`config.mk`:
```
export PLATFORM = sky130hd
export DESIGN_NAME = ctrl_pipe_flat
export DESIGN_NICKNAME = d
export VERILOG_FILES = /design/src/rtl/ctrl_pipe_pkg.sv /design/src/rtl/ctrl_pipe_if.sv /design/src/rtl/ctrl_decode.sv /design/src/rtl/ctrl_pipe.sv /design/src/flat_wrapper.sv
export SDC_FILE = /design/constraint.sdc
export NUM_CORES = 1
export LEC_CHECK = 0
export CAP_MARGIN = 15
export CORE_MARGIN = 1.5
export CORE_UTILIZATION = 50
export DETAILED_ROUTE_END_ITERATION = 16
export PLACE_DENSITY = 0.82
export SYNTH_ARGS = -nofsm -noshare
export SYNTH_HDL_FRONTEND = slang
export SYNTH_SLANG_ARGS = --single-unit
```
`constraint.sdc`:
```
create_clock -name clk -period 7.2 [get_ports clk]
set_clock_uncertainty 0.05 [all_clocks]
set_input_delay 1.44 -clock clk [delete_from_list [all_inputs] [get_ports clk]]
set_output_delay 1.44 -clock clk [all_outputs]
set_load 0.005 [all_outputs]
```
`src/rtl/ctrl_pipe_pkg.sv`:
```
// rtl/ctrl_pipe_pkg.sv - opcode/aluop constants and the control bundle shared by the control pipe
package ctrl_pipe_pkg;

  localparam logic [6:0] OPCODE_R      = 7'b0110011;
  localparam logic [6:0] OPCODE_IALU   = 7'b0010011;
  localparam logic [6:0] OPCODE_LOAD   = 7'b0000011;
  localparam logic [6:0] OPCODE_STORE  = 7'b0100011;
  localparam logic [6:0] OPCODE_BRANCH = 7'b1100011;
  localparam logic [6:0] OPCODE_JAL    = 7'b1101111;
  localparam logic [6:0] OPCODE_JALR   = 7'b1100111;
  localparam logic [6:0] OPCODE_LUI    = 7'b0110111;
  localparam logic [6:0] OPCODE_AUIPC  = 7'b0010111;

  localparam logic [1:0] ALUOP_ADD = 2'b00;
  localparam logic [1:0] ALUOP_CMP = 2'b01;
  localparam logic [1:0] ALUOP_RFN = 2'b10;
  localparam logic [1:0] ALUOP_IFN = 2'b11;

  typedef struct packed {
    logic [1:0] aluop;
    logic       imm_sel;
    logic       branch;
    logic       jump;
    logic       mem_read;
    logic       mem_write;
    logic       reg_write;
    logic       memtoreg;
  } ctrl_t;

  localparam ctrl_t CTRL_NOP = '0;

endpackage

```
`src/rtl/ctrl_pipe_if.sv`:
```
// rtl/ctrl_pipe_if.sv - ID-stage instruction fields in, stall/decode flags out
interface ctrl_pipe_if #(
  parameter int REG_AW = 5
);
  logic              id_valid;
  logic [6:0]        id_opcode;
  logic [2:0]        id_funct3;
  logic [REG_AW-1:0] id_rs1;
  logic [REG_AW-1:0] id_rs2;
  logic [REG_AW-1:0] id_rd;
  logic              id_stall;
  logic              id_shift_imm_sel;
  logic              id_illegal;

  modport master (
    output id_valid, id_opcode, id_funct3, id_rs1, id_rs2, id_rd,
    input  id_stall, id_shift_imm_sel, id_illegal
  );

  modport slave (
    input  id_valid, id_opcode, id_funct3, id_rs1, id_rs2, id_rd,
    output id_stall, id_shift_imm_sel, id_illegal
  );
endinterface

```
`src/rtl/ctrl_decode.sv`:
```
// rtl/ctrl_decode.sv - combinational opcode/funct3 to control bundle, illegal flag and source-use flags
module ctrl_decode import ctrl_pipe_pkg::*; #(
  parameter int REG_AW   = 5,
  parameter int HAS_JUMP = 1
) (
  input  logic [6:0]        opcode,
  input  logic [2:0]        funct3,
  input  logic [REG_AW-1:0] rd,
  output ctrl_t             ctrl,
  output logic              illegal,
  output logic              shift_imm_sel,
  output logic              uses_rs1,
  output logic              uses_rs2
);

  always_comb begin
    ctrl          = CTRL_NOP;
    illegal       = 1'b0;
    shift_imm_sel = 1'b0;
    uses_rs1      = 1'b1;
    uses_rs2      = 1'b0;
    case (opcode)
      OPCODE_R: begin
        ctrl.aluop     = ALUOP_RFN;
        ctrl.reg_write = 1'b1;
        uses_rs2       = 1'b1;
      end
      OPCODE_IALU: begin
        ctrl.aluop     = ALUOP_IFN;
        ctrl.imm_sel   = 1'b1;
        ctrl.reg_write = 1'b1;
        shift_imm_sel  = (funct3 == 3'b001) || (funct3 == 3'b101);
      end
      OPCODE_LOAD: begin
        ctrl.imm_sel   = 1'b1;
        ctrl.mem_read  = 1'b1;
        ctrl.reg_write = 1'b1;
        ctrl.memtoreg  = 1'b1;
      end
      OPCODE_STORE: begin
        ctrl.imm_sel   = 1'b1;
        ctrl.mem_write = 1'b1;
        uses_rs2       = 1'b1;
      end
      OPCODE_BRANCH: begin
        ctrl.aluop  = ALUOP_CMP;
        ctrl.branch = 1'b1;
        uses_rs2    = 1'b1;
      end
      OPCODE_JAL, OPCODE_JALR, OPCODE_LUI, OPCODE_AUIPC: begin
        // Jump-class opcodes are only recognised when the core supports them.
        if (HAS_JUMP != 0) begin
          ctrl.reg_write = 1'b1;
          ctrl.jump      = (opcode == OPCODE_JAL) || (opcode == OPCODE_JALR);
          ctrl.imm_sel   = (opcode != OPCODE_JAL);
          uses_rs1       = (opcode == OPCODE_JALR);
        end else begin
          illegal  = 1'b1;
          uses_rs1 = 1'b0;
        end
      end
      default: begin
        illegal  = 1'b1;
        uses_rs1 = 1'b0;
      end
    endcase
    if (rd == '0) ctrl.reg_write = 1'b0;
  end

endmodule

```
`src/rtl/ctrl_pipe.sv`:
```
// rtl/ctrl_pipe.sv - decode plus ID/EX, EX/MEM, MEM/WB control registers, load-use stall,
// redirect flush and stall/flush event counters
module ctrl_pipe import ctrl_pipe_pkg::*; #(
  parameter int REG_AW      = 5,
  parameter int CNT_W       = 32,
  parameter int FLUSH_DEPTH = 2,
  parameter int HAS_JUMP    = 1
) (
  input  logic              clk,
  input  logic              rst_n,
  ctrl_pipe_if.slave        id_bus,
  input  logic              ex_redirect,
  output logic              ex_valid,
  output logic              ex_branch,
  output logic              ex_jump,
  output logic              ex_alu_imm_sel,
  output logic [1:0]        ex_aluop,
  output logic [REG_AW-1:0] ex_rd,
  output logic              mem_valid,
  output logic              mem_read,
  output logic              mem_write,
  output logic [REG_AW-1:0] mem_rd,
  output logic              wb_valid,
  output logic              wb_reg_write,
  output logic              wb_memtoreg,
  output logic [REG_AW-1:0] wb_rd,
  output logic [CNT_W-1:0]  stall_cnt,
  output logic [CNT_W-1:0]  flush_cnt
);

  localparam bit KILL_EX = (FLUSH_DEPTH >= 2);

  ctrl_t dec_ctrl;
  ctrl_t ex_ctrl;
  logic  dec_illegal;
  logic  dec_shift;
  logic  uses_rs1;
  logic  uses_rs2;
  logic  hazard;
  logic  id_take;
  logic  mem_reg_write;
  logic  mem_memtoreg;

  ctrl_decode #(
    .REG_AW   (REG_AW),
    .HAS_JUMP (HAS_JUMP)
  ) u_decode (
    .opcode        (id_bus.id_opcode),
    .funct3        (id_bus.id_funct3),
    .rd            (id_bus.id_rd),
    .ctrl          (dec_ctrl),
    .illegal       (dec_illegal),
    .shift_imm_sel (dec_shift),
    .uses_rs1      (uses_rs1),
    .uses_rs2      (uses_rs2)
  );

  assign hazard = id_bus.id_valid & ex_valid & ex_ctrl.mem_read & (ex_rd != '0) &
                  ((uses_rs1 & (ex_rd == id_bus.id_rs1)) |
                   (uses_rs2 & (ex_rd == id_bus.id_rs2)));

  // A redirect discards the ID slot, so there is nothing left to stall.
  assign id_bus.id_stall         = hazard & ~ex_redirect;
  assign id_bus.id_illegal       = id_bus.id_valid & dec_illegal;
  assign id_bus.id_shift_imm_sel = dec_shift;

  assign id_take = id_bus.id_valid & ~dec_illegal & ~hazard & ~ex_redirect;

  assign ex_branch      = ex_ctrl.branch;
  assign ex_jump        = ex_ctrl.jump;
  assign ex_alu_imm_sel = ex_ctrl.imm_sel;
  assign ex_aluop       = ex_ctrl.aluop;

  always_ff @(posedge clk or negedge rst_n) begin
    if (!rst_n) begin
      ex_valid      <= 1'b0;
      ex_ctrl       <= CTRL_NOP;
      ex_rd         <= '0;
      mem_valid     <= 1'b0;
      mem_read      <= 1'b0;
      mem_write     <= 1'b0;
      mem_reg_write <= 1'b0;
      mem_memtoreg  <= 1'b0;
      mem_rd        <= '0;
      wb_valid      <= 1'b0;
      wb_reg_write  <= 1'b0;
      wb_memtoreg   <= 1'b0;
      wb_rd         <= '0;
      stall_cnt     <= '0;
      flush_cnt     <= '0;
    end else begin
      ex_valid <= id_take;
      ex_ctrl  <= id_take ? dec_ctrl : CTRL_NOP;
      ex_rd    <= id_take ? id_bus.id_rd : '0;

      if (KILL_EX && ex_redirect) begin
        mem_valid     <= 1'b0;
        mem_read      <= 1'b0;
        mem_write     <= 1'b0;
        mem_reg_write <= 1'b0;
        mem_memtoreg  <= 1'b0;
        mem_rd        <= '0;
      end else begin
        mem_valid     <= ex_valid;
        mem_read      <= ex_ctrl.mem_read;
        mem_write     <= ex_ctrl.mem_write;
        mem_reg_write <= ex_ctrl.reg_write;
        mem_memtoreg  <= ex_ctrl.memtoreg;
        mem_rd        <= ex_rd;
      end

      wb_valid     <= mem_valid;
      wb_reg_write <= mem_reg_write;
      wb_memtoreg  <= mem_memtoreg;
      wb_rd        <= mem_rd;

      stall_cnt <= stall_cnt + CNT_W'(id_bus.id_stall);
      flush_cnt <= flush_cnt + CNT_W'(ex_redirect);
    end
  end

endmodule

```
`src/flat_wrapper.sv`:
```
// flat-port wrapper written by rule: the top's interface ports become plain ports
module ctrl_pipe_flat import ctrl_pipe_pkg::*;
#(
  parameter int REG_AW      = 5,
  parameter int CNT_W       = 32,
  parameter int FLUSH_DEPTH = 2,
  parameter int HAS_JUMP    = 1
)
  (clk, rst_n, ex_redirect, ex_valid, ex_branch, ex_jump, ex_alu_imm_sel, ex_aluop, ex_rd, mem_valid, mem_read, mem_write, mem_rd, wb_valid, wb_reg_write, wb_memtoreg, wb_rd, stall_cnt, flush_cnt, id_bus_id_valid, id_bus_id_opcode, id_bus_id_funct3, id_bus_id_rs1, id_bus_id_rs2, id_bus_id_rd, id_bus_id_stall, id_bus_id_shift_imm_sel, id_bus_id_illegal);
  ctrl_pipe_if #(.REG_AW(REG_AW)) id_bus_i ();
  input  logic clk;
  input  logic rst_n;
  input  logic ex_redirect;
  output logic ex_valid;
  output logic ex_branch;
  output logic ex_jump;
  output logic ex_alu_imm_sel;
  output logic [1:0] ex_aluop;
  output logic [REG_AW-1:0] ex_rd;
  output logic mem_valid;
  output logic mem_read;
  output logic mem_write;
  output logic [REG_AW-1:0] mem_rd;
  output logic wb_valid;
  output logic wb_reg_write;
  output logic wb_memtoreg;
  output logic [REG_AW-1:0] wb_rd;
  output logic [CNT_W-1:0] stall_cnt;
  output logic [CNT_W-1:0] flush_cnt;
  input wire logic [$bits(id_bus_i.id_valid)-1:0] id_bus_id_valid;
  input wire logic [$bits(id_bus_i.id_opcode)-1:0] id_bus_id_opcode;
  input wire logic [$bits(id_bus_i.id_funct3)-1:0] id_bus_id_funct3;
  input wire logic [$bits(id_bus_i.id_rs1)-1:0] id_bus_id_rs1;
  input wire logic [$bits(id_bus_i.id_rs2)-1:0] id_bus_id_rs2;
  input wire logic [$bits(id_bus_i.id_rd)-1:0] id_bus_id_rd;
  output wire logic [$bits(id_bus_i.id_stall)-1:0] id_bus_id_stall;
  output wire logic [$bits(id_bus_i.id_shift_imm_sel)-1:0] id_bus_id_shift_imm_sel;
  output wire logic [$bits(id_bus_i.id_illegal)-1:0] id_bus_id_illegal;
  assign id_bus_i.id_valid = id_bus_id_valid;
  assign id_bus_i.id_opcode = id_bus_id_opcode;
  assign id_bus_i.id_funct3 = id_bus_id_funct3;
  assign id_bus_i.id_rs1 = id_bus_id_rs1;
  assign id_bus_i.id_rs2 = id_bus_id_rs2;
  assign id_bus_i.id_rd = id_bus_id_rd;
  assign id_bus_id_stall = id_bus_i.id_stall;
  assign id_bus_id_shift_imm_sel = id_bus_i.id_shift_imm_sel;
  assign id_bus_id_illegal = id_bus_i.id_illegal;
  ctrl_pipe #(.REG_AW(REG_AW), .CNT_W(CNT_W), .FLUSH_DEPTH(FLUSH_DEPTH), .HAS_JUMP(HAS_JUMP)) u_core (.clk(clk), .rst_n(rst_n), .id_bus(id_bus_i), .ex_redirect(ex_redirect), .ex_valid(ex_valid), .ex_branch(ex_branch), .ex_jump(ex_jump), .ex_alu_imm_sel(ex_alu_imm_sel), .ex_aluop(ex_aluop), .ex_rd(ex_rd), .mem_valid(mem_valid), .mem_read(mem_read), .mem_write(mem_write), .mem_rd(mem_rd), .wb_valid(wb_valid), .wb_reg_write(wb_reg_write), .wb_memtoreg(wb_memtoreg), .wb_rd(wb_rd), .stall_cnt(stall_cnt), .flush_cnt(flush_cnt));
endmodule
```
==> impl_metrics.yaml <==
outcome:
  status: "complete, no violations"
sta:
  tightest_slew_ns: 0.5976
  setup_tns_ns: 0
  grt_setup_unrepaired: "false"
  finalHoldViolCount: 0
  fin_crit_sh_pct: 76.14
  relSlewSlack_pct: 60.16
  max_freq_mhz: 182.4
  period_minus_slack_ns: 5.482
  maxSlewViolCount: 0
  setup_violations: 0
clocking:
  htree_levels: 3
  clockRootBuffer: "clkbuf_8"
  cts_resized: 0
  cts_setup_buffers: 0
  ctsHoldBuffers: 0
  clk_pin_slew_ns: 0.09
  cts_num_sinks: 95
  cts_tree: "yes"
  clock_path_buffers: 2
  numCtsBuffers: 9
  worstSkewPairLatency_ns: 0.35
synth:
  synth.ff_latch_count: 95
  synth_top_area_share_pct: 58.95
  synthesis.instances: 348
  ys_top_cells_by_area: "dfrtp_1 (59%), xnor2_1 (10%), xor2_1 (5.0%), nand2_1 (3.0%), nand3_1 (2.7%)"
  ys_seq_area_share_pct: 58.95
  synth_edf_count: 0
  synthArstFlopShare_pct: 100.0
  synthFlopType: "dfrtp_1"
  netlist_area_sq_um: 4033
  synth_warnings: 0
  synth_nets: 381
  syn_area_per_cell_sq_um: 11.59
  yosys.cell_types.count: 36
  yosysTopAreaCell: "dfrtp_1"
drt:
  met2_wirelength_um: 4396
  vias: 3034
  remaining_drc_errors: 0
  top_layer_used: "met4"
  dr.pass1.iters: 4
  viasPerCell: 5.267
  finalWirelength_um: 8645
  drtIter0Drc: 115
  postRouteAntennaNets: 0
  met3_length_um: 543
  routedWlPerCell_um: 15.01
  wl_met1_um: 3589
critical_path:
  crit_path_end_kind: "primary output"
  critPathKind: "primary input to primary output"
  path_common_cell: "clkdlybuf4s50_1"
  critical_path.top_delay_family: "simple AND/OR/NAND/NOR gates"
  crit_required_ns: 5.71
  cp_num_buf_inv: 2
  crit_chain: "clkdlybuf4s50_1 -> or3_1 -> or3_4 -> a21oi_4 -> and2b_1 -> clkdlybuf4s50_1"
  cpPeakStageDelay_ns: 0.53
  worstPathArrival_ns: 3.99
  crit_path_start_kind: "primary input"
  crit_fanout: 15
  cp_slowest_cell: "clkdlybuf4s50_1"
power_and_ir_drop:
  power_density_nw_per_um2: 191.5
  combPwrFrac_pct: 10.0
  peakVddDrop_v: 0.0001575
  intPower_w: 0.0008116
  clkPwrFrac_pct: 35.7
  p_leak_nw: 2.416
  p_seq_share_pct: 54.3
  total_power_w: 0.001060
  switchingPower_w: 0.0002488
  power.share.switching_pct: 23.46
worst_hold_path:
  hp-class: "flop to flop"
grt:
  grt_overflow: 0
  globalRouteTotalUtil_pct: 21.41
  grt_max_degree: 50
  antenna_found_initial: 0
  grt_pass1_vias: 2993
  grt_pass1_wl_um: 14390
place:
  gp_congestion: 0.8402
  post_dp_cell_area_sq_um: 5315
  numPortBuffers: 121
  hpwlAfterDp_um: 6427
job:
  drv_cap: 0
cells_and_area:
  n_antenna_cell: 0
  stdcell_area_sq_um: 5537
  final_common_cell: "clkdlybuf4s50_1"
  area_growth_pct: 37.29
  final_cell_mix: "clkdlybuf4s50_1 (120), dfrtp_1 (95), xnor2_1 (47)"
  drive_gt1_share_pct: 4.430
  nets: 502
floorplanning:
  io_pins: 123
  die_h_um: 92.81
  start_util_pct: 51.92
  core-area_sq_um: 7767
  die_w_um: 92.81
  die_area_sq_um: 8613
  rows: 32
flip-flops by register name (all words and copies together) (netlist names), 2 cells and up:
name and flops:
u_core.stall_cnt 32, u_core.mem_rd 5, u_core.flush_cnt 32, u_core.ex_rd 5
u_core.ex_aluop 2, u_core.ex_ctrl 3, u_core.wb_rd 5
area by class of cell:
class | instances | area (sq um)
fillers | 591 | 2231
clock buffers | 9 | 123.9
inverters | 2 | 7.507
well taps | 102 | 127.6
flip-flops and latches | 95 | 2377
repair buffers | 122 | 1216
multi-input cells | 239 | 1587
clock inverters | 7 | 97.59
power groups by stage:
| stage | Combinational [W] | Sequential [W] | Clock (W) |
|---|---|---|---|
| after detailed placement | 0.000107 | 0.000586 | 0 |
| final | 0.000106 | 0.000575 | 0.000379 |
| after CTS | 0.000108 | 0.000576 | 0.000387 |
| after global routing | 0.000118 | 0.000578 | 0.000410 |
| after floorplan | 0.0000317 | 0.000583 | 0 |
| after global placement | 0.000103 | 0.000584 | 0 |
path summary, 6_finish.rpt:
check                                     startpoint              endpoint  slack (ns)  depth (start not counted)
worst max-delay path             id_bus_id_opcode[2]       id_bus_id_stall        1.72                          6
worst min-delay path            u_core.mem_reg_write   u_core.wb_reg_write        0.30                          0
worst max register to register       u_core.ex_rd[4]  u_core.stall_cnt[28]        3.81                         11
worst min register to register  u_core.mem_reg_write   u_core.wb_reg_write        0.30                          0
max in group asynchronous                      rst_n  u_core.flush_cnt[23]        5.05                          2
min in group asynchronous                      rst_n  u_core.stall_cnt[29]        1.04                          1
Yosys cell counts (2+ instances only):
library cell	number
nand2b_1	2
buf_4	2
o21ai_0	4
and3_1	7
nand3b_1	2
inv_1	2
o2111ai_1	2
nor2b_1	12
or4_1	4
nor2_1	22
dfrtp_1	95
nor3_1	9
or3_1	2
ha_1	4
nand2_1	32
clkbuf_1	8
nand3_1	22
nand4_1	15
nor4_1	5
xnor2_1	47
xor2_1	23
and4_1	9
nor3b_1	5
metal layers:
| layer | global-route usage (%) | vias up |
|---|---|---|
| li1 | - | 1435 |
| met1 | 26.31 | 1490 |
| met2 | 35.89 | 98 |
| met3 | 5.993 | 11 |
| met4 | 7.955 | 0 |
| met5 | 0 | - |
metrics by stage:
stage	hold slack (ns)	worst slack [ns]	instances	util (%)
4_1_cts	0.3046	1.712	576	71.28
2_1_floorplan	0.2812	2.873	348	-
3_3_place_gp	0.2864	1.779	560	68.43
5_1_grt	0.3105	1.574	576	71.28
6_report	0.3040	1.718	576	71.28
3_5_place_dp	0.2847	1.726	560	68.43
cell families (layout without fill, tap and decap cells):
logic type               Yosys count  after routing  share of synthesized area [%]
flip-flops                        95             95                          58.95
adder cells (fa/ha/maj)            4              4                          1.241
buffers and inverters             14            140                          1.706
AO/OA/AOI/OAI                     10             10                          1.831
AND/OR/NAND/NOR                  155            155                          21.07
XOR/XNOR                          70             70                          15.20
(Power assumes the default switching activity.)
